===== src/rtl/sync_fifo_pkg.sv =====
// Shared definitions for the parametrised synchronous FIFO:
// default sizes, the pointer-width helper, and the count-to-flag compare.
package sync_fifo_pkg;

   localparam int DEF_DATA_W = 8;
   localparam int DEF_DEPTH  = 16;

   // Status flags, all derived from a single occupancy value.
   typedef struct packed {
      logic full;
      logic empty;
      logic almost_full;
      logic almost_empty;
   } fifo_flags_t;

   // Pointer and count width: index bits plus one wrap bit.
   function automatic int ptr_w(input int depth);
      return $clog2(depth) + 1;
   endfunction

   // Map an occupancy onto the four status flags.
   function automatic fifo_flags_t calc_flags(input int cnt, input int depth,
                                              input int af_th, input int ae_th);
      fifo_flags_t f;
      f.full         = (cnt == depth);
      f.empty        = (cnt == 0);
      f.almost_full  = (cnt >= af_th);
      f.almost_empty = (cnt <= ae_th);
      return f;
   endfunction

endpackage


===== src/rtl/sync_fifo_param_if.sv =====
// Producer/consumer bus of the synchronous FIFO.
// With SYNC_FIFO_ERR_STICKY_EN defined it also carries overflow/underflow.
interface sync_fifo_param_if
   import sync_fifo_pkg::*;
#(
   parameter int DATA_W = DEF_DATA_W,
   parameter int DEPTH  = DEF_DEPTH
);
   localparam int CNT_W = ptr_w(DEPTH);

   logic              wr;
   logic [DATA_W-1:0] data_in;
   logic              rd;
   logic [DATA_W-1:0] data_out;
   logic              rd_valid;
   logic              full;
   logic              empty;
   logic              almost_full;
   logic              almost_empty;
   logic [CNT_W-1:0]  count;
`ifdef SYNC_FIFO_ERR_STICKY_EN
   logic              overflow;
   logic              underflow;
`endif

   // Side that pushes and pops words.
   modport master (
      output wr, data_in, rd,
      input  data_out, rd_valid, full, empty, almost_full, almost_empty, count
`ifdef SYNC_FIFO_ERR_STICKY_EN
      , input overflow, underflow
`endif
   );

   // The FIFO itself.
   modport slave (
      input  wr, data_in, rd,
      output data_out, rd_valid, full, empty, almost_full, almost_empty, count
`ifdef SYNC_FIFO_ERR_STICKY_EN
      , output overflow, underflow
`endif
   );

endinterface


===== src/rtl/sync_fifo_ram.sv =====
// DEPTH x DATA_W storage: one synchronous write port and one registered
// read port, no reset, so a vendor RAM macro can replace it directly.
module sync_fifo_ram #(
   parameter int DATA_W = 8,
   parameter int DEPTH  = 16,
   parameter int ADDR_W = $clog2(DEPTH)
) (
   input  logic              clk,
   input  logic              wr_en,
   input  logic [ADDR_W-1:0] wr_addr,
   input  logic [DATA_W-1:0] wr_data,
   input  logic              rd_en,
   input  logic [ADDR_W-1:0] rd_addr,
   output logic [DATA_W-1:0] rd_data
);
   logic [DATA_W-1:0] mem [DEPTH];

   // Write port.
   // NOTE: the array has no reset on purpose; resetting it would prevent RAM
   // inference and the FIFO never reads a location it has not written.
   always_ff @(posedge clk) begin
      if (wr_en) mem[wr_addr] <= wr_data;
   end

   // Registered read port; output holds when no read is issued.
   always_ff @(posedge clk) begin
      if (rd_en) rd_data <= mem[rd_addr];
   end

endmodule


===== src/rtl/sync_fifo_param.sv =====
// Parametrised single-clock FIFO with occupancy count, programmable
// almost-full/almost-empty thresholds and registered read data + valid.
// Optional macro SYNC_FIFO_ERR_STICKY_EN adds sticky overflow/underflow.
module sync_fifo_param
   import sync_fifo_pkg::*;
#(
   parameter int DATA_W = DEF_DATA_W,
   parameter int DEPTH  = DEF_DEPTH,
   parameter int AF_TH  = DEPTH - 2,
   parameter int AE_TH  = 2
) (
   input  logic           clk,
   input  logic           rst_n,
   sync_fifo_param_if.slave bus
);
   localparam int ADDR_W = $clog2(DEPTH);
   localparam int PTR_W  = ptr_w(DEPTH);

   // Reject configurations the pointer arithmetic and flags cannot support.
   if (DEPTH < 2 || (DEPTH & (DEPTH - 1)) != 0) begin : g_bad_depth
      $error("sync_fifo_param: DEPTH must be a power of two >= 2");
   end
   if (AF_TH > DEPTH) begin : g_bad_af
      $error("sync_fifo_param: AF_TH must not exceed DEPTH");
   end
   if (AE_TH >= DEPTH) begin : g_bad_ae
      $error("sync_fifo_param: AE_TH must be below DEPTH");
   end

   logic [PTR_W-1:0]  wr_ptr, rd_ptr;
   logic [PTR_W-1:0]  count_q, count_nxt;
   fifo_flags_t       flags_q, flags_nxt;
   logic              wr_acc, rd_acc;
   logic              rd_valid_q;
   logic [DATA_W-1:0] ram_q, hold_q;

   // Accesses are qualified by the registered flags only.
   assign wr_acc = bus.wr & ~flags_q.full;
   assign rd_acc = bus.rd & ~flags_q.empty;

   // Next occupancy and the flags it implies.
   // NOTE: every combinational output gets a default before the case so no
   // path leaves it unassigned, which would infer a latch.
   always_comb begin
      count_nxt = count_q;
      case ({wr_acc, rd_acc})
         2'b10:   count_nxt = count_q + PTR_W'(1);
         2'b01:   count_nxt = count_q - PTR_W'(1);
         default: ;
      endcase
      flags_nxt = calc_flags(int'(count_nxt), DEPTH, AF_TH, AE_TH);
   end

   // Pointers, count, flags and read-valid strobe.
   // NOTE: state registers use non-blocking assignments so every register
   // samples values from before the edge, independent of statement order.
   always_ff @(posedge clk or negedge rst_n) begin
      if (!rst_n) begin
         wr_ptr     <= '0;
         rd_ptr     <= '0;
         count_q    <= '0;
         flags_q    <= calc_flags(0, DEPTH, AF_TH, AE_TH);
         rd_valid_q <= 1'b0;
      end else begin
         if (wr_acc) wr_ptr <= wr_ptr + PTR_W'(1);
         if (rd_acc) rd_ptr <= rd_ptr + PTR_W'(1);
         count_q    <= count_nxt;
         flags_q    <= flags_nxt;
         rd_valid_q <= rd_acc;
      end
   end

   // Resettable copy of the last word read, shown whenever rd_valid is low,
   // so data_out is 0 after reset even though the RAM register is not reset.
   always_ff @(posedge clk or negedge rst_n) begin
      if (!rst_n)          hold_q <= '0;
      else if (rd_valid_q) hold_q <= ram_q;
   end

   sync_fifo_ram #(
      .DATA_W (DATA_W),
      .DEPTH  (DEPTH),
      .ADDR_W (ADDR_W)
   ) u_ram (
      .clk     (clk),
      .wr_en   (wr_acc),
      .wr_addr (wr_ptr[ADDR_W-1:0]),
      .wr_data (bus.data_in),
      .rd_en   (rd_acc),
      .rd_addr (rd_ptr[ADDR_W-1:0]),
      .rd_data (ram_q)
   );

   assign bus.data_out     = rd_valid_q ? ram_q : hold_q;
   assign bus.rd_valid     = rd_valid_q;
   assign bus.count        = count_q;
   assign bus.full         = flags_q.full;
   assign bus.empty        = flags_q.empty;
   assign bus.almost_full  = flags_q.almost_full;
   assign bus.almost_empty = flags_q.almost_empty;

`ifdef SYNC_FIFO_ERR_STICKY_EN
   logic overflow_q, underflow_q;

   // Sticky error capture; only reset clears them.
   always_ff @(posedge clk or negedge rst_n) begin
      if (!rst_n) begin
         overflow_q  <= 1'b0;
         underflow_q <= 1'b0;
      end else begin
         if (bus.wr && flags_q.full)  overflow_q  <= 1'b1;
         if (bus.rd && flags_q.empty) underflow_q <= 1'b1;
      end
   end

   assign bus.overflow  = overflow_q;
   assign bus.underflow = underflow_q;
`endif

   // Occupancy must always equal the pointer distance including wrap bits.
   a_count_ptr : assert property (@(posedge clk) disable iff (!rst_n)
                                  count_q == PTR_W'(wr_ptr - rd_ptr));

endmodule


===== src/flat_wrapper.sv =====
// flat-port wrapper written by rule: the top's interface ports become plain ports
module sync_fifo_param_flat import sync_fifo_pkg::*;
#(
   parameter int DATA_W = DEF_DATA_W,
   parameter int DEPTH  = DEF_DEPTH,
   parameter int AF_TH  = DEPTH - 2,
   parameter int AE_TH  = 2
)
  (clk, rst_n, bus_wr, bus_data_in, bus_rd, bus_data_out, bus_rd_valid, bus_full, bus_empty, bus_almost_full, bus_almost_empty, bus_count);
  sync_fifo_param_if #(.DATA_W(DATA_W), .DEPTH(DEPTH)) bus_i ();
  input  logic clk;
  input  logic rst_n;
  input wire logic [$bits(bus_i.wr)-1:0] bus_wr;
  input wire logic [$bits(bus_i.data_in)-1:0] bus_data_in;
  input wire logic [$bits(bus_i.rd)-1:0] bus_rd;
  output wire logic [$bits(bus_i.data_out)-1:0] bus_data_out;
  output wire logic [$bits(bus_i.rd_valid)-1:0] bus_rd_valid;
  output wire logic [$bits(bus_i.full)-1:0] bus_full;
  output wire logic [$bits(bus_i.empty)-1:0] bus_empty;
  output wire logic [$bits(bus_i.almost_full)-1:0] bus_almost_full;
  output wire logic [$bits(bus_i.almost_empty)-1:0] bus_almost_empty;
  output wire logic [$bits(bus_i.count)-1:0] bus_count;
  assign bus_i.wr = bus_wr;
  assign bus_i.data_in = bus_data_in;
  assign bus_i.rd = bus_rd;
  assign bus_data_out = bus_i.data_out;
  assign bus_rd_valid = bus_i.rd_valid;
  assign bus_full = bus_i.full;
  assign bus_empty = bus_i.empty;
  assign bus_almost_full = bus_i.almost_full;
  assign bus_almost_empty = bus_i.almost_empty;
  assign bus_count = bus_i.count;
  sync_fifo_param #(.DATA_W(DATA_W), .DEPTH(DEPTH), .AF_TH(AF_TH), .AE_TH(AE_TH)) u_core (.clk(clk), .rst_n(rst_n), .bus(bus_i));
endmodule

===== config.mk =====
export PLATFORM = sky130hd
export DESIGN_NAME = sync_fifo_param_flat
export DESIGN_NICKNAME = d
export VERILOG_FILES = /design/src/rtl/sync_fifo_pkg.sv /design/src/rtl/sync_fifo_param_if.sv /design/src/rtl/sync_fifo_ram.sv /design/src/rtl/sync_fifo_param.sv /design/src/flat_wrapper.sv
export SDC_FILE = /design/constraint.sdc
export NUM_CORES = 1
export LEC_CHECK = 0
export BUFFER_PORTS_ARGS = -buffer_cell sky130_fd_sc_hd__buf_2
export CORE_UTILIZATION = 55
export CTS_CLUSTER_SIZE = 16
export DETAILED_ROUTE_END_ITERATION = 12
export PLACE_DENSITY = 0.83
export RECOVER_POWER = 100
export SKIP_LAST_GASP = 1
export SLEW_MARGIN = 40
export SYNTH_ARGS = -nofsm -noshare
export SYNTH_HDL_FRONTEND = slang
export SYNTH_HIERARCHICAL = 1
export SYNTH_SLANG_ARGS = --single-unit
export TNS_END_PERCENT = 10

===== constraint.sdc =====
create_clock -name clk -period 2.2 [get_ports clk]
set_input_delay 0.33 -clock clk [delete_from_list [all_inputs] [get_ports clk]]
set_output_delay 0.33 -clock clk [all_outputs]
set_load 0.03 [all_outputs]

==> metrics.csv, run 1 <==
stage;metric;value;unit
run_status;status;finished with violations;
run_status;failing checks;setup timing;
drt;DR WL/cell;21.9;µm
cts;# clock sinks;162;
synth;Async SR Flop Fraction;16.0;%
synth;Cell Area, Synth;6510;µm²
critical_path;Worst setup SP type;flip-flop;
global_routing;vias in the first global route;3392;
synth;Ys Warns;6;
layout;Final #Nets;417;
drt;total number of vias;3376;
timing;PnR worst setup slack;-0.221;ns
run;max-cap check violation count;0;
critical_path;R2R setup slack;-0.22;ns
critical_path;CP max stage cell;dfstp_2;
power;total power per unit cell area;1410;nW/µm²
place;RD Place Congestion;0.768;
cts;H-tree levels;4;
die;# IOs;30;
critical_path;Crit path max-delay family;simple AND/OR/NAND/NOR gates;
place;placed cell areas;6980;µm²
timing;Hold WS;0.393;ns
drt;drt drc;0;
cts;Num CTS Buffers;17;
layout;commonest non-fill, non-tap cell in the layout;edfxtp_1;
critical_path;Worst R2R Start;u_core/bus.empty$_DFF_PN1_;
die;die height;111;µm
timing;f_max;413;MHz
synth;cell count after synthesis;333;
global_routing;GR Overflow Total;0;
global_routing;first-pass GRT wire length;18.9;mm
synth;Compound-Gate Fraction of Synth Area;3.86;%
critical_path;most frequent CP cell;nor3b_2;
place;Port Buffers;29;
synth;mux contribution to synthesized area;13.4;%
synth;Avg Cell Area, Syn;19.6;µm²
layout;area delta synth->final;18.4;%
global_routing;antenna violations before repair;0;
synth;number of flops mapped to enable cells by yosys;136;
timing;RSZ-0062 raised after global routing;true;
timing;max-slew violations;0;
synth;Simple-Gate Fraction of Synth Area;5.57;%
critical_path;WS Path Type;flip-flop to flip-flop;
critical_path;crit path max fanout;5;
critical_path;Critical Path Stages;10;
layout;most frequent cells in the layout;136 x edfxtp_1, 31 x buf_4, 23 x dfrtp_1;
timing;fin crit period;2.42;ns
synth;Yosys top cell area share;62.7;%
timing;normalized max-slew margin;6.66;%
layout;final instance area;7710;µm²
critical_path;Arr. time, crit path;2.75;ns
critical_path;critical path's largest stage delay;0.53;ns
place;DP HPWL;7.38;mm
timing;Max Clock Skew;0.00770;ns
die;initial core utilization;56.8;%
timing;fin crit share;110;%
synth;Synth Area in XOR/XNOR;1.75;%
drt;final WL;12.2;mm
synth;Seq cells post-synth;162;
synth;ys flop type;edfxtp_1;
drt;remaining antenna violation count;0;
synth;sequential area share after synthesis;72.7;%
layout;ant diodes;0;
synth;synth top area cells;edfxtp_1 63%, dfrtp_1 9.2%, mux4_2 6.2%;
cts;CTS tree;done;
cts;worst skew pair latency;0.42;ns
min_path;worst hold path class;input port to flip-flop;
min_path;hold depth;1;
cts;clk buf depth;2;
cts;clk root buf;clkbuf_16;
synth;top cell type by total area after synthesis;edfxtp_1;
critical_path;Buf/Inv on CP;1;
global_routing;largest net degree at the start of global routing;36;
critical_path;Reg2Reg Depth;10;
critical_path;Req. time, crit path;2.53;ns
critical_path;RR Endpoint;u_core/bus.full$_DFF_PN0_;
drt;post-DR vias/cell;6.06;
synth;Synth Area in Adders;0.768;%
layout;share of cells above drive strength 1;32.6;%
die;Core Rows;39;
power;maximum VDD drop;1550;µV
synth;Synth cell types;51;
timing;transition time of the tightest slew-check pin;1.40;ns
global_routing;gr usage total;21.2;%
drt;DRT iter0 DRCs;319;
critical_path;crit path launch;u_core/bus.empty$_DFF_PN1_;
timing;final setup violation count;6;
die;Die Area;12300;µm²
power;LEAKAGE;0.00270;µW
die;Core Region;11500;µm²
synth;main combinational cell family by area after synthesis;multiplexers;
die;Die X;111;µm
synth;net count after synthesis;349;
critical_path;Worst setup endpoint;u_core/bus.full$_DFF_PN0_;
cts;Worst-path clk slew;0.07;ns
timing;Hold Vio Cnt, Final;0;
critical_path;crit-path cells;nand2b_4 > clkinv_8 > nand2_4 > xnor2_2 > ha_4 > nor3b_2 > a31oi_1 > a221oi_2 > xor2_2 > nor3b_2;
critical_path;CP Capture Type;flip-flop;
drt;drt first pass iters;5;
[flip-flops by register name, indices dropped and copies added, names as in the netlist]
signal and count:
u_core/bus.empty 1, u_core/hold_q 8, u_core/rd_ptr 4, u_core/wr_ptr 4
u_core/bus.almost_full 1, u_core/u_ram/mem 128, u_core/bus.almost_empty 1, u_core/bus.count 5
u_core/bus.full 1, u_core/bus.rd_valid 1, u_core/u_ram/rd_data 8
[synthesized netlist by cell type (2+ instances only)]
master and number:
nor3_1 8, mux4_1 14, nor2_1 14, nor2b_1 3, buf_2 4, o21ai_0 2, buf_4 2, nand2_1 18
clkbuf_1 2, nand4_1 2, clkdlybuf4s25_2 3, ha_1 4, nand2b_1 5, dfrtp_1 24, mux4_2 18, a22oi_1 16
dfstp_2 2, xnor2_1 7, mux2_2 9, a21oi_1 4, nand3b_1 2, o21ai_1 2, a21boi_0 2, edfxtp_1 136
buf_6 3, nand3_1 2
[routing by layer]
metal	global-route usage [%]	share of wire, %	routed length, µm	vias to the layer above
met4	7.91	1.5	182	0
met5	0	0	0	-
met3	6.23	7.7	941	17
met1	28.3	41	5010	1714
li1	-	-	-	1490
met2	33.5	50	6090	155
[report_power, final]
group | switching, µW | total (µW) | internal (µW)
Sequential | 367 | 4330 | 3960
Clock | 1240 | 3060 | 1820
Combinational | 1950 | 3500 | 1540
[area by class of cell]
type | count | area [µm²]
Tap cell | 143 | 179
Clock inverter | 14 | 194
Clock buffer | 18 | 429
Fill cell | 681 | 3760
Timing Repair Buffer | 63 | 417
Multi-Input combinational cell | 154 | 1730
Inverter | 3 | 23.8
Sequential cell | 162 | 4740
[worst min-delay path by stage]
stage / to / start / slack, ns
6_report: u_core/u_ram/mem[7][6]$_DFFE_PP_ / bus_data_in[6] / 0.39
3_5_place_dp: u_core/hold_q[3]$_DFF_PN0_ / rst_n / 0.36
4_1_cts: u_core/u_ram/mem[7][6]$_DFFE_PP_ / bus_data_in[6] / 0.26
3_3_place_gp: u_core/hold_q[4]$_DFF_PN0_ / rst_n / 0.35
2_1_floorplan: u_core/bus.almost_full$_DFF_PN0_ / rst_n / 0.03
5_1_grt: u_core/u_ram/mem[7][6]$_DFFE_PP_ / bus_data_in[6] / 0.41
[timing repair]
action | in CTS | in global routing
pin swaps | 4 | 7
setup endpoints to repair | 6 | 31
buffers inserted | 1 | 5
endpoints found under the hold margin | 24 | 0
hold buffers | 1 | 0
gates resized for setup | 7 | 6
[per-stage QoR]
step	total power [µW]	setup TNS, ns	setup slack (ns)	util, %	std cells
floorplan	6680	-0.708	-0.192	-	333
global placement	7460	-0.0780	-0.0391	60.8	518
detailed placement	7610	-0.619	-0.191	60.8	518
CTS	10800	-0.760	-0.225	66.7	552
global route	11300	-2.62	-0.396	67.2	557
finish	10900	-0.778	-0.221	67.2	557
[cells by family after synthesis]
logic type                 count (synthesis)
AOI/OAI and AO/OA                         33
xor gates and xnor gates                  10
adders and majority gates                  4
buffers and inverters                     17
DFF                                      162
muxes                                     41
and+or+nand+nor                           66
No activity file was read; power rests on OpenSTA's default activity.
==> inputs of run 2 (changes only) <==
--- a/config.mk
+++ b/config.mk
@@ -9,8 +9,10 @@
 export CORE_UTILIZATION = 55
 export CTS_CLUSTER_SIZE = 16
 export DETAILED_ROUTE_END_ITERATION = 12
+export GPL_TIMING_DRIVEN = 0
 export PLACE_DENSITY = 0.83
 export RECOVER_POWER = 100
+export SETUP_SLACK_MARGIN = 0.15
 export SKIP_LAST_GASP = 1
 export SLEW_MARGIN = 40
 export SYNTH_ARGS = -nofsm -noshare
==> metrics.csv, run 2 (synthesis results as in run 1) <==
stage;metric;value;unit;change
power;total power per unit cell area;1380;nW/µm²;was 1410 nW/µm²
global_routing;GR Overflow Total;0;;unchanged
global_routing;gr usage total;22.2;%;was 21.2%
place;Port Buffers;29;;unchanged
die;Die X;111;µm;unchanged
global_routing;antenna violations before repair;0;;unchanged
run;max-cap check violation count;0;;unchanged
die;die height;111;µm;unchanged
timing;final setup violation count;4;;was 6
place;RD Place Congestion;0.824;;was 0.768
timing;Max Clock Skew;0.0130;ns;was 0.00770 ns
layout;commonest non-fill, non-tap cell in the layout;edfxtp_1;;unchanged
die;Core Rows;39;;unchanged
critical_path;Arr. time, crit path;2.75;ns;about the same
die;initial core utilization;56.8;%;unchanged
layout;area delta synth->final;17.0;%;was 18.4%
layout;share of cells above drive strength 1;32.4;%;was 32.6%
critical_path;WS Path Type;flip-flop to flip-flop;;unchanged
min_path;hold depth;5;;was 1
power;Power Total;10500;µW;was 10900 µW
timing;Hold Vio Cnt, Final;0;;unchanged
power;sw frac;34.0;%;was 32.7%
timing;transition time of the tightest slew-check pin;1.41;ns;was 1.40 ns
layout;most frequent cells in the layout;136 x edfxtp_1, 24 x buf_2, 24 x dfrtp_1;;was 136 x edfxtp_1, 31 x buf_4, 23 x dfrtp_1
critical_path;R2R setup slack;-0.22;ns;about the same
critical_path;Req. time, crit path;2.53;ns;about the same
layout;Top reg by flops;u_core/u_ram/mem;;unchanged
critical_path;Worst R2R Start;u_core/bus.empty$_DFF_PN1_;;unchanged
layout;ant diodes;0;;unchanged
run_status;failing checks;setup timing;;unchanged
timing;fin crit share;110;%;about the same
min_path;Hold Path Origin;bus_wr;;was bus_data_in[6]
layout;registers with the most flip-flops;u_core/u_ram/mem x128, u_core/hold_q x8, u_core/u_ram/rd_data x8;;unchanged
critical_path;crit-path cells;nand2b_4 > clkinv_8 > nand2_8 > xnor2_4 > ha_4 > buf_4 > a21oi_2 > a21boi_2 > or2_4 > a21oi_1 > a311o_1 > a211oi_2;;was nand2b_4 > clkinv_8 > nand2_4 > xnor2_2 > ha_4 > nor3b_2 > a31oi_1 > a221oi_2 > xor2_2 > nor3b_2
power;maximum VDD drop;1070;µV;was 1550 µV
timing;PnR worst setup slack;-0.217;ns;was -0.221 ns
critical_path;Worst setup SP type;flip-flop;;unchanged
critical_path;Critical Path Stages;12;;was 10
power;LEAKAGE;0.00262;µW;was 0.00270 µW
global_routing;first-pass GRT wire length;19.8;mm;was 18.9 mm
place;DP HPWL;8.03;mm;was 7.38 mm
critical_path;Reg2Reg Depth;12;;was 10
drt;post-DR vias/cell;6.22;;was 6.06
drt;drt drc;0;;unchanged
cts;worst skew pair latency;0.42;ns;about the same
critical_path;CP Capture Type;flip-flop;;unchanged
critical_path;Crit path max-delay family;compound AO/OA/AOI/OAI gates;;was simple AND/OR/NAND/NOR gates
drt;DRT iter0 DRCs;277;;was 319
min_path;Hold EP;u_core/wr_ptr[1]$_DFFE_PN0P_;;was u_core/u_ram/mem[7][6]$_DFFE_PP_
drt;DR WL/cell;23.4;µm;was 21.9 µm
global_routing;vias in the first global route;3511;;was 3392
global_routing;largest net degree at the start of global routing;27;;was 36
layout;Multi-input gate area;1810;µm²;was 1730 µm²
min_path;worst hold path class;input port to flip-flop;;unchanged
timing;normalized max-slew margin;6.30;%;was 6.66%
drt;remaining antenna violation count;0;;unchanged
power;clock share of power;24.3;%;was 28.1%
power;Flop pwr share;41.3;%;was 39.8%
cts;Num CTS Buffers;17;;unchanged
drt;total number of vias;3401;;was 3376
critical_path;critical path's largest stage delay;0.52;ns;was 0.53 ns
critical_path;RR Endpoint;u_core/bus.almost_empty$_DFF_PN1_;;was u_core/bus.full$_DFF_PN0_
critical_path;crit path max fanout;4;;was 5
die;Core Region;11500;µm²;unchanged
power;sw power;3590;µW;was 3560 µW
power;Gate power share;34.4;%;was 32.1%
timing;max-slew violations;0;;unchanged
timing;fin crit period;2.42;ns;about the same
drt;drt first pass iters;5;;unchanged
critical_path;CP max stage cell;dfstp_2;;unchanged
die;# IOs;30;;unchanged
place;pre-CTS WS;-0.335;ns;was -0.191 ns
cts;Worst-path clk slew;0.06;ns;was 0.07 ns
run_status;status;finished with violations;;unchanged
cts;CTS tree;done;;unchanged
drt;final WL;12.8;mm;was 12.2 mm
cts;clk root buf;clkbuf_16;;unchanged
layout;Storage cell area;4740;µm²;about the same
power;internal cell power;6950;µW;was 7330 µW
cts;clk buf depth;2;;unchanged
timing;RSZ-0062 raised after global routing;true;;unchanged
layout;Final #Nets;409;;was 417
die;Die Area;12300;µm²;unchanged
timing;f_max;414;MHz;was 413 MHz
critical_path;Buf/Inv on CP;2;;was 1
layout;Fill cells;692;;was 681
cts;H-tree levels;4;;unchanged
cts;# clock sinks;162;;unchanged
layout;max FFs per register;128;;unchanged
==> run 2: cell types whose count changed in the layout (fill, tap and decap cells not counted), moves of 4 or more <==
cell | previous run | this run
buf_2 | 20 | 24
buf_4 | 31 | 10
buf_6 | 0 | 4
nor3_1 | 6 | 1
==> run 2: worst max-delay path by stage <==
stage,start,to
after floorplan,u_core/bus.empty$_DFF_PN1_,u_core/bus.full$_DFF_PN0_
after global placement,u_core/bus.empty$_DFF_PN1_,u_core/bus.full$_DFF_PN0_
after detailed placement,u_core/bus.empty$_DFF_PN1_,u_core/bus.full$_DFF_PN0_
after CTS,u_core/bus.empty$_DFF_PN1_,u_core/bus.full$_DFF_PN0_
after global routing,u_core/bus.empty$_DFF_PN1_,u_core/bus.full$_DFF_PN0_
final,u_core/bus.empty$_DFF_PN1_,u_core/bus.almost_empty$_DFF_PN1_
==> run 2: area by class of cell <==
cell class                      instances  area share, %
Buffer                                 14           1.46
Clock buffer                           17           5.58
Clock inverter                         13           1.17
Inverter                                3          0.312
Multi-Input combinational cell        154           23.7
Sequential cell                       162           62.1
Tap cell                              143           2.35
Timing Repair Buffer                   41           3.30
==> run 2: worst register-to-register path: cells and delay by family, from the launching register on <==
| family | cells | cell delay [ns] |
|---|---|---|
| fa+ha+maj | 1 | 0.20 |
| xor+xnor | 1 | 0.07 |
| buf+inv | 2 | 0.21 |
| simple gates | 3 | 0.37 |
| flops | 1 | 0.52 |
| compound gates | 5 | 0.95 |
==> run 2: metrics by stage <==
| stage | cell area (µm²) | util (%) | hold slack, ns | setup TNS [ns] | instances |
|---|---|---|---|---|---|
| 3_5_place_dp | 6900 | 60.2 | 0.359 | -6.82 | 505 |
| 4_1_cts | 7540 | 65.8 | 0.290 | -1.48 | 542 |
| 2_1_floorplan | 6560 | - | 0.0344 | -0.734 | 333 |
| 6_report | 7620 | 66.5 | 0.398 | -0.644 | 547 |
| 5_1_grt | 7620 | 66.5 | 0.411 | -2.73 | 547 |
| 3_3_place_gp | 6890 | 60.1 | 0.349 | -7.79 | 505 |
==> run 2: power groups by stage <==
stage	sequential, µW	clock, µW	combinational [µW]
after floorplan	4410	0	2320
after global placement	4330	0	3200
after detailed placement	4380	0	3310
after CTS	4340	2590	3490
after global routing	4400	2710	3850
final	4350	2560	3630
==> run 2: repair_timing <==
item	4_1_cts	5_1_grt
setup buffers	6	5
pin swaps	6	3
resized for setup	10	8
hold buffers	1	0
setup endpoints to repair	85	141
endpoints found under the hold margin	24	0
==> run 2: per-layer routing <==
layer	GRT usage, %	part of all wire (%)	up-vias
met4	10.8	3.7	0
li1	-	-	1466
met3	6.67	7.0	32
met5	0	0	-
met2	35.2	51	166
met1	28.3	39	1737
